`src/rtl/w5300_pkg.sv`:
```
// Shared definitions for the W5300 register-port arbiter: caddr field encoding,
// field widths and the arbiter state type.
package w5300_pkg;

  localparam int ADDR_W  = 10;
  localparam int DATA_W  = 16;
  localparam int CADDR_W = ADDR_W + 2;

  localparam logic ADDR_OP_RD      = 1'b1;
  localparam logic ADDR_OP_WR      = 1'b0;
  localparam logic ADDR_S_VALID    = 1'b0;
  localparam logic ADDR_S_INVALID  = 1'b1;

  typedef enum logic [1:0] {
    ARB_IDLE,
    ARB_ISSUE,
    ARB_WAIT,
    ARB_DONE
  } arb_state_t;

  function automatic logic [CADDR_W-1:0] make_caddr(input logic sel_n, input logic op,
                                                    input logic [ADDR_W-1:0] addr);
    return {sel_n, op, addr};
  endfunction

endpackage

```
`src/rtl/w5300_rr_pick.sv`:
```
// Combinational rotating-priority picker: first set req bit at or after ptr,
// wrapping at N-1 -> 0. Returns a one-hot pick and a found flag.
module w5300_rr_pick #(
  parameter int N = 4
) (
  input  logic [N-1:0]         req,
  input  logic [$clog2(N)-1:0] ptr,
  output logic [N-1:0]         pick,
  output logic                 found
);

  localparam int IW = $clog2(N);
  localparam int SW = IW + 1;

  logic [SW-1:0] pos;

  always_comb begin
    pick  = '0;
    found = 1'b0;
    pos   = '0;
    for (int k = 0; k < N; k++) begin
      // ptr < N and k < N, so one conditional subtract is a full modulo
      pos = {1'b0, ptr} + SW'(k);
      if (pos >= SW'(N)) pos = pos - SW'(N);
      if (!found && req[pos[IW-1:0]]) begin
        pick[pos[IW-1:0]] = 1'b1;
        found             = 1'b1;
      end
    end
  end

endmodule

```
`src/rtl/w5300_bus_arbiter.sv`:
```
// Round-robin arbiter sharing the W5300 register port between N_REQ engines.
// Define W5300_ARB_TIMEOUT_EN to abort WAIT after TIMEOUT_CYCLES cycles.
module w5300_bus_arbiter
  import w5300_pkg::*;
#(
  parameter int N_REQ          = 4,
  parameter int TIMEOUT_CYCLES = 1024
) (
  input  logic                      clk,
  input  logic                      rst,
  input  logic [N_REQ-1:0]          req,
  input  logic [N_REQ-1:0]          req_rd,
  input  logic [N_REQ-1:0]          req_lock,
  input  logic [N_REQ*ADDR_W-1:0]   req_addr,
  input  logic [N_REQ*DATA_W-1:0]   req_wdata,
  output logic [N_REQ-1:0]          gnt,
  output logic [N_REQ-1:0]          done,
  output logic [DATA_W-1:0]         rsp_data,
  output logic                      rsp_err,
  output logic [CADDR_W-1:0]        caddr,
  output logic [DATA_W-1:0]         wr_data,
  input  logic                      op_status,
  input  logic [DATA_W-1:0]         rd_data
);

  localparam int IW = $clog2(N_REQ);

  if (N_REQ < 2 || N_REQ > 8 || TIMEOUT_CYCLES < 1) begin : g_bad_cfg
    $error("w5300_bus_arbiter: unsupported N_REQ or TIMEOUT_CYCLES");
  end

  arb_state_t          state, state_nxt;
  logic [IW-1:0]       ptr, ptr_nxt, owner, owner_nxt, pick_idx, sel;
  logic [N_REQ-1:0]    pick, gnt_nxt, done_nxt;
  logic                found, rsp_err_nxt, tmo_hit;
  logic [CADDR_W-1:0]  caddr_nxt, ld_caddr;
  logic [DATA_W-1:0]   wr_data_nxt, rsp_data_nxt, ld_wdata;
  logic [ADDR_W-1:0]   ld_addr;

  w5300_rr_pick #(.N(N_REQ)) u_pick (
    .req   (req),
    .ptr   (ptr),
    .pick  (pick),
    .found (found)
  );

  always_comb begin
    pick_idx = '0;
    for (int i = 0; i < N_REQ; i++)
      if (pick[i]) pick_idx = IW'(i);
  end

  // Fields are loaded for a fresh pick in IDLE or for the owner on a locked re-issue
  always_comb begin
    sel      = (state == ARB_DONE) ? owner : pick_idx;
    ld_addr  = '0;
    ld_wdata = '0;
    for (int i = 0; i < N_REQ; i++) begin
      if (IW'(i) == sel) begin
        ld_addr  = req_addr[i*ADDR_W +: ADDR_W];
        ld_wdata = req_wdata[i*DATA_W +: DATA_W];
      end
    end
    ld_caddr = make_caddr(ADDR_S_VALID, req_rd[sel] ? ADDR_OP_RD : ADDR_OP_WR, ld_addr);
  end

`ifdef W5300_ARB_TIMEOUT_EN
  localparam int TW = $clog2(TIMEOUT_CYCLES + 1);
  logic [TW-1:0] tmo_cnt;

  always_ff @(posedge clk or posedge rst) begin
    if (rst)                          tmo_cnt <= '0;
    else if (state_nxt == ARB_ISSUE)  tmo_cnt <= '0;
    else if (state == ARB_WAIT)       tmo_cnt <= tmo_cnt + 1'b1;
  end

  assign tmo_hit = (state == ARB_WAIT) && (tmo_cnt == TW'(TIMEOUT_CYCLES - 1));
`else
  assign tmo_hit = 1'b0;
`endif

  always_comb begin
    state_nxt    = state;
    ptr_nxt      = ptr;
    owner_nxt    = owner;
    gnt_nxt      = gnt;
    done_nxt     = '0;
    caddr_nxt    = caddr;
    wr_data_nxt  = wr_data;
    rsp_data_nxt = rsp_data;
    rsp_err_nxt  = rsp_err;
    case (state)
      ARB_IDLE: begin
        caddr_nxt[CADDR_W-1] = ADDR_S_INVALID;
        if (found) begin
          owner_nxt   = pick_idx;
          gnt_nxt     = pick;
          caddr_nxt   = ld_caddr;
          wr_data_nxt = ld_wdata;
          state_nxt   = ARB_ISSUE;
        end
      end
      // op_status may still be high from the previous access; never sampled here
      ARB_ISSUE: state_nxt = ARB_WAIT;
      ARB_WAIT: begin
        if (op_status || tmo_hit) begin
          done_nxt             = gnt;
          rsp_data_nxt         = op_status ? rd_data : '0;
          rsp_err_nxt          = !op_status;
          caddr_nxt[CADDR_W-1] = ADDR_S_INVALID;
          state_nxt            = ARB_DONE;
        end
      end
      ARB_DONE: begin
        if (!rsp_err && req_lock[owner] && req[owner]) begin
          caddr_nxt   = ld_caddr;
          wr_data_nxt = ld_wdata;
          state_nxt   = ARB_ISSUE;
        end else begin
          gnt_nxt   = '0;
          ptr_nxt   = (owner == IW'(N_REQ - 1)) ? '0 : owner + IW'(1);
          state_nxt = ARB_IDLE;
        end
      end
      default: state_nxt = ARB_IDLE;
    endcase
  end

  always_ff @(posedge clk or posedge rst) begin
    if (rst) begin
      state    <= ARB_IDLE;
      ptr      <= '0;
      owner    <= '0;
      gnt      <= '0;
      done     <= '0;
      caddr    <= make_caddr(ADDR_S_INVALID, ADDR_OP_RD, '0);
      wr_data  <= '0;
      rsp_data <= '0;
      rsp_err  <= 1'b0;
    end else begin
      state    <= state_nxt;
      ptr      <= ptr_nxt;
      owner    <= owner_nxt;
      gnt      <= gnt_nxt;
      done     <= done_nxt;
      caddr    <= caddr_nxt;
      wr_data  <= wr_data_nxt;
      rsp_data <= rsp_data_nxt;
      rsp_err  <= rsp_err_nxt;
    end
  end

endmodule

```
`config.mk`:
```
export PLATFORM = sky130hd
export DESIGN_NAME = w5300_bus_arbiter
export DESIGN_NICKNAME = d
export VERILOG_FILES = /design/src/rtl/w5300_pkg.sv /design/src/rtl/w5300_rr_pick.sv /design/src/rtl/w5300_bus_arbiter.sv
export SDC_FILE = /design/constraint.sdc
export NUM_CORES = 1
export LEC_CHECK = 0
export CAP_MARGIN = 20
export CORE_MARGIN = 5
export CORE_UTILIZATION = 43
export CTS_CLUSTER_SIZE = 20
export DETAILED_ROUTE_END_ITERATION = 16
export PLACE_DENSITY = 0.95
export SLEW_MARGIN = 20
export SYNTH_ARGS = -nofsm -noshare
export SYNTH_HDL_FRONTEND = slang
export SYNTH_HIERARCHICAL = 1
export SYNTH_SLANG_ARGS = --single-unit
```
`constraint.sdc`:
```
create_clock -name clk -period 9.7 [get_ports clk]
set_input_delay 2.425 -clock clk [delete_from_list [all_inputs] [get_ports clk]]
set_output_delay 2.425 -clock clk [all_outputs]
set_load 0.1 [all_outputs]
```
* Word-level counts from Yosys, hierarchy flattened *
Index checks and enable logic that the tools add are counted.

word-level totals
  bits in registers = 59
  latch bits = 0
  RAM bits = 0
  memory bits (read-only) = 0
  input port bits = 135
  logic and storage cells = 137
  memories = 0

operators by class
  $add $sub $neg = 8
  multiply operators = 0
  divide/modulo/power cells = 0
  order comparisons = 14
  equality and inequality tests = 11
  shift operators = 0
  mux-type cells = 65
  bitwise gates (word level) = 4
  reduce and logical (&&, ||, !) cells = 25

operators by type and width
  cell                   number
  $mux W16               6
  $mux W10               4
  $mux W4                8
  $pmux W16 S2           1
  $mux W12               2
  $pmux W11 S2           1
  $mux W2                10
  $mux W1                19
  $lt A2 B3 Y1 const B   6
  $bmux W1 S2            7
  $or A4 B4 Y4           3
  $ge A3 B3 Y1 const B   3
  $logic_and A1 B1 Y1    9
  $reduce_and A3 Y1      3
  $demux W1 S2           4
  $ge A2 B1 Y1 const B   4
  $pmux W2 S4            1
  $pmux W4 S2            1
  $reduce_and A2 Y1      4
  $sub A2 B1 Y2 const B  4
  $add A2 B2 Y3 const B  2
  $eq A2 B2 Y1 const B   3
  $ne A2 B2 Y1 const B   3
  $logic_not A1 Y1       5
  12 further kinds       14

* Longest topological paths before layout *
  word-level depth = 25
  depth in mapped cells = 13
  gate-level depth less buffers = 10

* Modules after synthesis *
Netlist, hierarchy kept.

modules (own cells, without submodules)
  module             times used  cells an instance  area each (µm²)  sequential area each (µm²)
  w5300_bus_arbiter  1           201                3105.5           1478.9
  w5300_rr_pick      1           62                 508.0            0.0

* Worst setup path after synthesis *
OpenSTA, ideal clock, no wires.

  path kind = input -> register
  start point = input req[2]
  end point = register caddr[0]
  setup time = 0.126 ns
  data arrival time = 5.020 ns
  required time = 9.574 ns
  slack = 4.554 ns
  stages = 10
  path through = buf_2 > mux4_2 > a31o_1 > a221oi_2 > o2bb2ai_1 > nand2b_1 > a2bb2oi_4 > buf_6 > mux4_2 > mux2_2

between the ends
  elaborated cells between the ends (all ways) = 46
  those cells by class = 5 x eq/ne; 29 x mux; 3 x bitwise; 9 x reduce/logical

RTL lines
  what                                RTL line                                           source
  start, declared                     w5300_bus_arbiter.sv:11                            input logic [N_REQ-1:0] req,
  $bmux W1 S2                         w5300_rr_pick.sv:25                                if (!found && req[pos[IW-1:0]]) begin
  $mux W1 (not written as such)       w5300_rr_pick.sv:25
  $mux W1                             w5300_rr_pick.sv:25
  $logic_not A1 Y1                    w5300_rr_pick.sv:25
  $logic_and A1 B1 Y1                 w5300_rr_pick.sv:25
  $mux W1                             w5300_rr_pick.sv:25
  $logic_not A1 Y1                    w5300_rr_pick.sv:25
  $logic_and A1 B1 Y1                 w5300_rr_pick.sv:25
  [... 4 more ...]                    --
  named net pick[2]                   w5300_bus_arbiter.sv:34                            logic [N_REQ-1:0] pick, gnt_nxt, done_nxt;
  $mux W2 (*) (2 in a row)            w5300_bus_arbiter.sv:50                            if (pick[i]) pick_idx = IW'(i);
  $mux W2 (*)                         w5300_bus_arbiter.sv:55                            sel = (state == ARB_DONE) ? owner : pick_idx;
  $logic_not A2 Y1                    w5300_bus_arbiter.sv:59                            if (IW'(i) == sel) begin
  $mux W10 (3 in a row)               w5300_bus_arbiter.sv:59
  $mux W10 (*)                        w5300_bus_arbiter.sv:59
  $mux W12, on equally long branches  w5300_bus_arbiter.sv:115, w5300_bus_arbiter.sv:95
  $pmux W11 S2 (*)                    w5300_bus_arbiter.sv:92                            case (state)
  end signal, assigned                w5300_bus_arbiter.sv:136                           caddr <= make_caddr(ADDR_S_INVALID, ADDR_OP_RD, '0);
  end signal, assigned                w5300_bus_arbiter.sv:146                           caddr <= caddr_nxt;
  end, declared                       w5300_bus_arbiter.sv:20                            output logic [CADDR_W-1:0] caddr,

The timed path passes the listed nets; every way through them passes the cells marked *. The select of a mux whose other input is x is not followed.
A chain may end at the register's enable or synchronous reset.

* Worst setup path in the final report *
  start point = input req[0]
  end point = register wr_data[14]

between the ends
  elaborated cells between the ends (all ways) = 46
  those cells by class = 5 x eq/ne; 29 x mux; 3 x bitwise; 9 x reduce/logical

RTL lines
  what                                RTL line                                           source
  $bmux W1 S2                         w5300_rr_pick.sv:25
  $mux W1 (not written as such)       w5300_rr_pick.sv:25
  $mux W1                             w5300_rr_pick.sv:25
  $logic_not A1 Y1                    w5300_rr_pick.sv:25
  $logic_and A1 B1 Y1                 w5300_rr_pick.sv:25
  $mux W1                             w5300_rr_pick.sv:25
  $logic_not A1 Y1                    w5300_rr_pick.sv:25
  $logic_and A1 B1 Y1                 w5300_rr_pick.sv:25
  [... 4 more ...]                    --
  named net pick[2]                   w5300_bus_arbiter.sv:34
  $mux W2 (*) (2 in a row)            w5300_bus_arbiter.sv:50
  $mux W2 (*)                         w5300_bus_arbiter.sv:55
  $logic_not A2 Y1                    w5300_bus_arbiter.sv:59
  $mux W16 (3 in a row)               w5300_bus_arbiter.sv:59
  $mux W16 (*)                        w5300_bus_arbiter.sv:59
  $mux W16, on equally long branches  w5300_bus_arbiter.sv:115, w5300_bus_arbiter.sv:95
  $pmux W16 S2 (*)                    w5300_bus_arbiter.sv:92
  end signal, assigned                w5300_bus_arbiter.sv:147                           wr_data <= wr_data_nxt;
  end, declared                       w5300_bus_arbiter.sv:21                            output logic [DATA_W-1:0] wr_data,

Marked as above.

==> out/metrics.csv <==
stage;metric;value;unit
critical_path;nature of the critical path startpoint;input port;
global_route;global-route wire length before repair;16.92;mm
yosys;syn avg cell area;13.74;sq um
die;die area;0.01034;sq mm
die;initial core utilization;0.4398;
yosys;area of the mapped netlist;0.003613;sq mm
detailed_routing;DRC;0;
clock_network;Post-CTS Setup Bufs;0;
cells_and_area;share of layout cells above drive strength 1;0.2314;
critical_path;CP Max Fanout;27;
yosys;Yosys cell types;46;
cells_and_area;NumNets Final;599;
sta;Final setup viols;0;
global_route;GR Overflow Total;0;
sta;min cycle time layout;5.644;ns
clock_network;CTS Buf Count;9;
detailed_routing;drt pass-1 iters;4;
die;die height;101.7;um
critical_path;CP Capture Type;flip-flop;
yosys;Synth Area in Adders;0.03809;
detailed_routing;vias per cell;5.568;
sta;Period Utilization, post-route;0.5819;
clock_network;clock slew at reported path FFs;0.07;ns
yosys;largest family of logic cells by synthesized area;multiplexers;
sta;slew margin rel.;0.3086;
sta;Final Skew;0.009592;ns
yosys;post-synthesis register bit count;59;
die;number of placed I/O pins;188;
yosys;most frequent cell after synthesis;dfrtp_1;
yosys;Post-Synth Simple-Gate Area;0.07306;
yosys;Gate Count Post-Synth;263;
sta;Final Hold Viols;0;
yosys;synth warn;6;
yosys;xor/xnor share of the synthesized area;0;
yosys;number of enable flip-flop cells after synthesis;0;
cells_and_area;Area growth syn-to-layout;60.25;%
sta;Final Max Tran Viols;0;
cells_and_area;Antenna diodes;0;
clock_network;CTS root buffer;clkbuf_8;
yosys;Synth Flop Type;dfrtp_1;
sta;setup_tns;0;ns
critical_path;critical path type;input port to flip-flop;
critical_path;Worst Path Arrival;5.85;ns
place;# port buffers;187;
yosys;Synth area leader;dfrtp_1;
flow_run;max cap viols;0;
yosys;post-synth top area share;0.3947;
detailed_routing;WL per Instance;19.91;um
yosys;post-synthesis mux area share;0.3525;
die;row count;33;
critical_path;r2r setup slk;5.34;ns
place;dpl hpwl;8.978;mm
global_route;GRT Total Usage;0.2174;
sta;highest clock rate;177.2;MHz
yosys;Syn Nets;409;
clock_network;CTS tree;done;
global_route;initial antenna violation count;0;
yosys;asr flop ratio synth;1.000;
global_route;vias in the first global route;3360;
clock_network;Resized Gates After CTS;0;
place;routability congestion estimate;0.9063;
yosys;Synth area leaders;dfrtp_1 (39%), mux4_2 (16%), mux2_2 (15%), ha_1 (3.8%), mux2i_1 (2.2%);
detailed_routing;vias;3135;
detailed_routing;DRT iter0 DRCs;88;
detailed_routing;post-route ant nets;0;
yosys;commonest cells in the netlist;dfrtp_1 (57), mux2_2 (49), mux4_2 (25);
global_route;largest net degree at the start of global routing;60;
die;Die Wd;101.7;um
critical_path;Req. time, crit path;9.91;ns
yosys;post-synthesis compound-gate area fraction;0.09591;
outcome;outcome;finished, final reports clean;
clock_network;Post-CTS Hold Buffers;0;
die;Core Box Area;0.008217;sq mm
yosys;Seq/Total Area, Yosys;0.4093;
sta;Worst Max-Slew Pin Slew;1.034;ns
detailed_routing;WL final;11.21;mm
sta;RSZ-0062 raised after global routing;false;
clock_network;htree depth;3;
hold_path;worst hold path class;flip-flop to flip-flop;
clock_network;clk_lat worst skew;0.33;ns
clock_network;Sinks on Clock Net;59;
clock_network;deepest clock path buffer count;2;
## worst paths after layout
path	from	to	depth (start not counted)
max	req[0]	wr_data[14]	10
min	rsp_data[6]	rsp_data[6]	1
max reg2reg	ptr[0]	wr_data[14]	11
min reg2reg	rsp_data[6]	rsp_data[6]	1
max in group asynchronous	rst	rsp_data[13]	3
min in group asynchronous	rst	rsp_data[6]	3
## flip-flops by register name, indices dropped and copies added (netlist names)
signal / count
ptr: 2
done: 4
gnt: 4
owner: 2
rsp_err: 1
state: 2
wr_data: 16
caddr: 12
rsp_data: 16
## cell type report
type,instances,area [sq um]
clock inverters,6,88.84
multi-input cells,184,2022
inverters,8,30.03
flip-flops and latches,59,1479
repair buffers,191,1902
well taps,105,131.4
clock buffers,10,137.6
fillers,561,2426
## layer usage
metal / share of wire / vias to the layer above / global-route usage
met5: 0 / - / 0
met4: 0.025 / 0 / 0.08282
met1: 0.34 / 1531 / 0.2311
met2: 0.55 / 178 / 0.3994
li1: - / 1400 / -
met3: 0.088 / 26 / 0.06887
## cells by family (layout without fill, tap and decap cells)
kind of cell | Yosys count | in the layout
AOI/OAI and AO/OA | 40 | 40
DFF | 59 | 59
and+or+nand+nor | 48 | 48
adders and majority gates | 11 | 11
buffers and inverters | 20 | 215
muxes | 85 | 85
## through the flow
step,std cells,hold slack (ns),utilization,worst slack [ns],area (sq um)
6_report,563,0.5066,0.7047,4.056,5791
5_1_grt,563,0.5249,0.7047,3.880,5791
4_1_cts,563,0.5087,0.7047,4.065,5791
3_5_place_dp,547,0.4920,0.6772,3.714,5564
3_3_place_gp,547,0.4857,0.6772,3.853,5564
2_1_floorplan,263,0.5127,-,4.554,3613
## worst max-delay path: stages
cell and delay [ns]:
clkdlybuf4s50_1 0.57, mux4_2 0.57, a31o_1 0.22, a221oi_2 0.20
o2bb2ai_1 0.14, nand2b_1 0.22, a2bb2oi_4 0.15, buf_4 0.43
mux4_1 0.62, mux2_2 0.27
## cell usage in the layout, fill, tap and decap left out, types with 2 or more instances in the layout
cell and instances:
a21oi_1 2, mux4_1 3, and3_1 5, mux2i_1 8
nand3_1 2, clkinvlp_4 2, bufinv_16 2, nor2b_1 3
dfrtp_1 57, inv_2 2, nor3_1 2, a221oi_2 2
o2bb2ai_1 4, nor2_1 9, buf_4 4, inv_1 6
a211oi_1 2, and2_1 2, a21o_1 5, nand3b_1 2
a22o_1 4, dfstp_2 2, mux2_2 49, o21ai_0 4
mux4_2 25, o22ai_1 6, nand2b_1 6, clkbuf_8 10
ha_1 11, clkdlybuf4s50_1 187, a2111oi_2 2, nand2_1 10
Power is left out: the tool's default activity adds up to more than one toggle a clock period on the data nets, which glitch-free logic cannot reach.
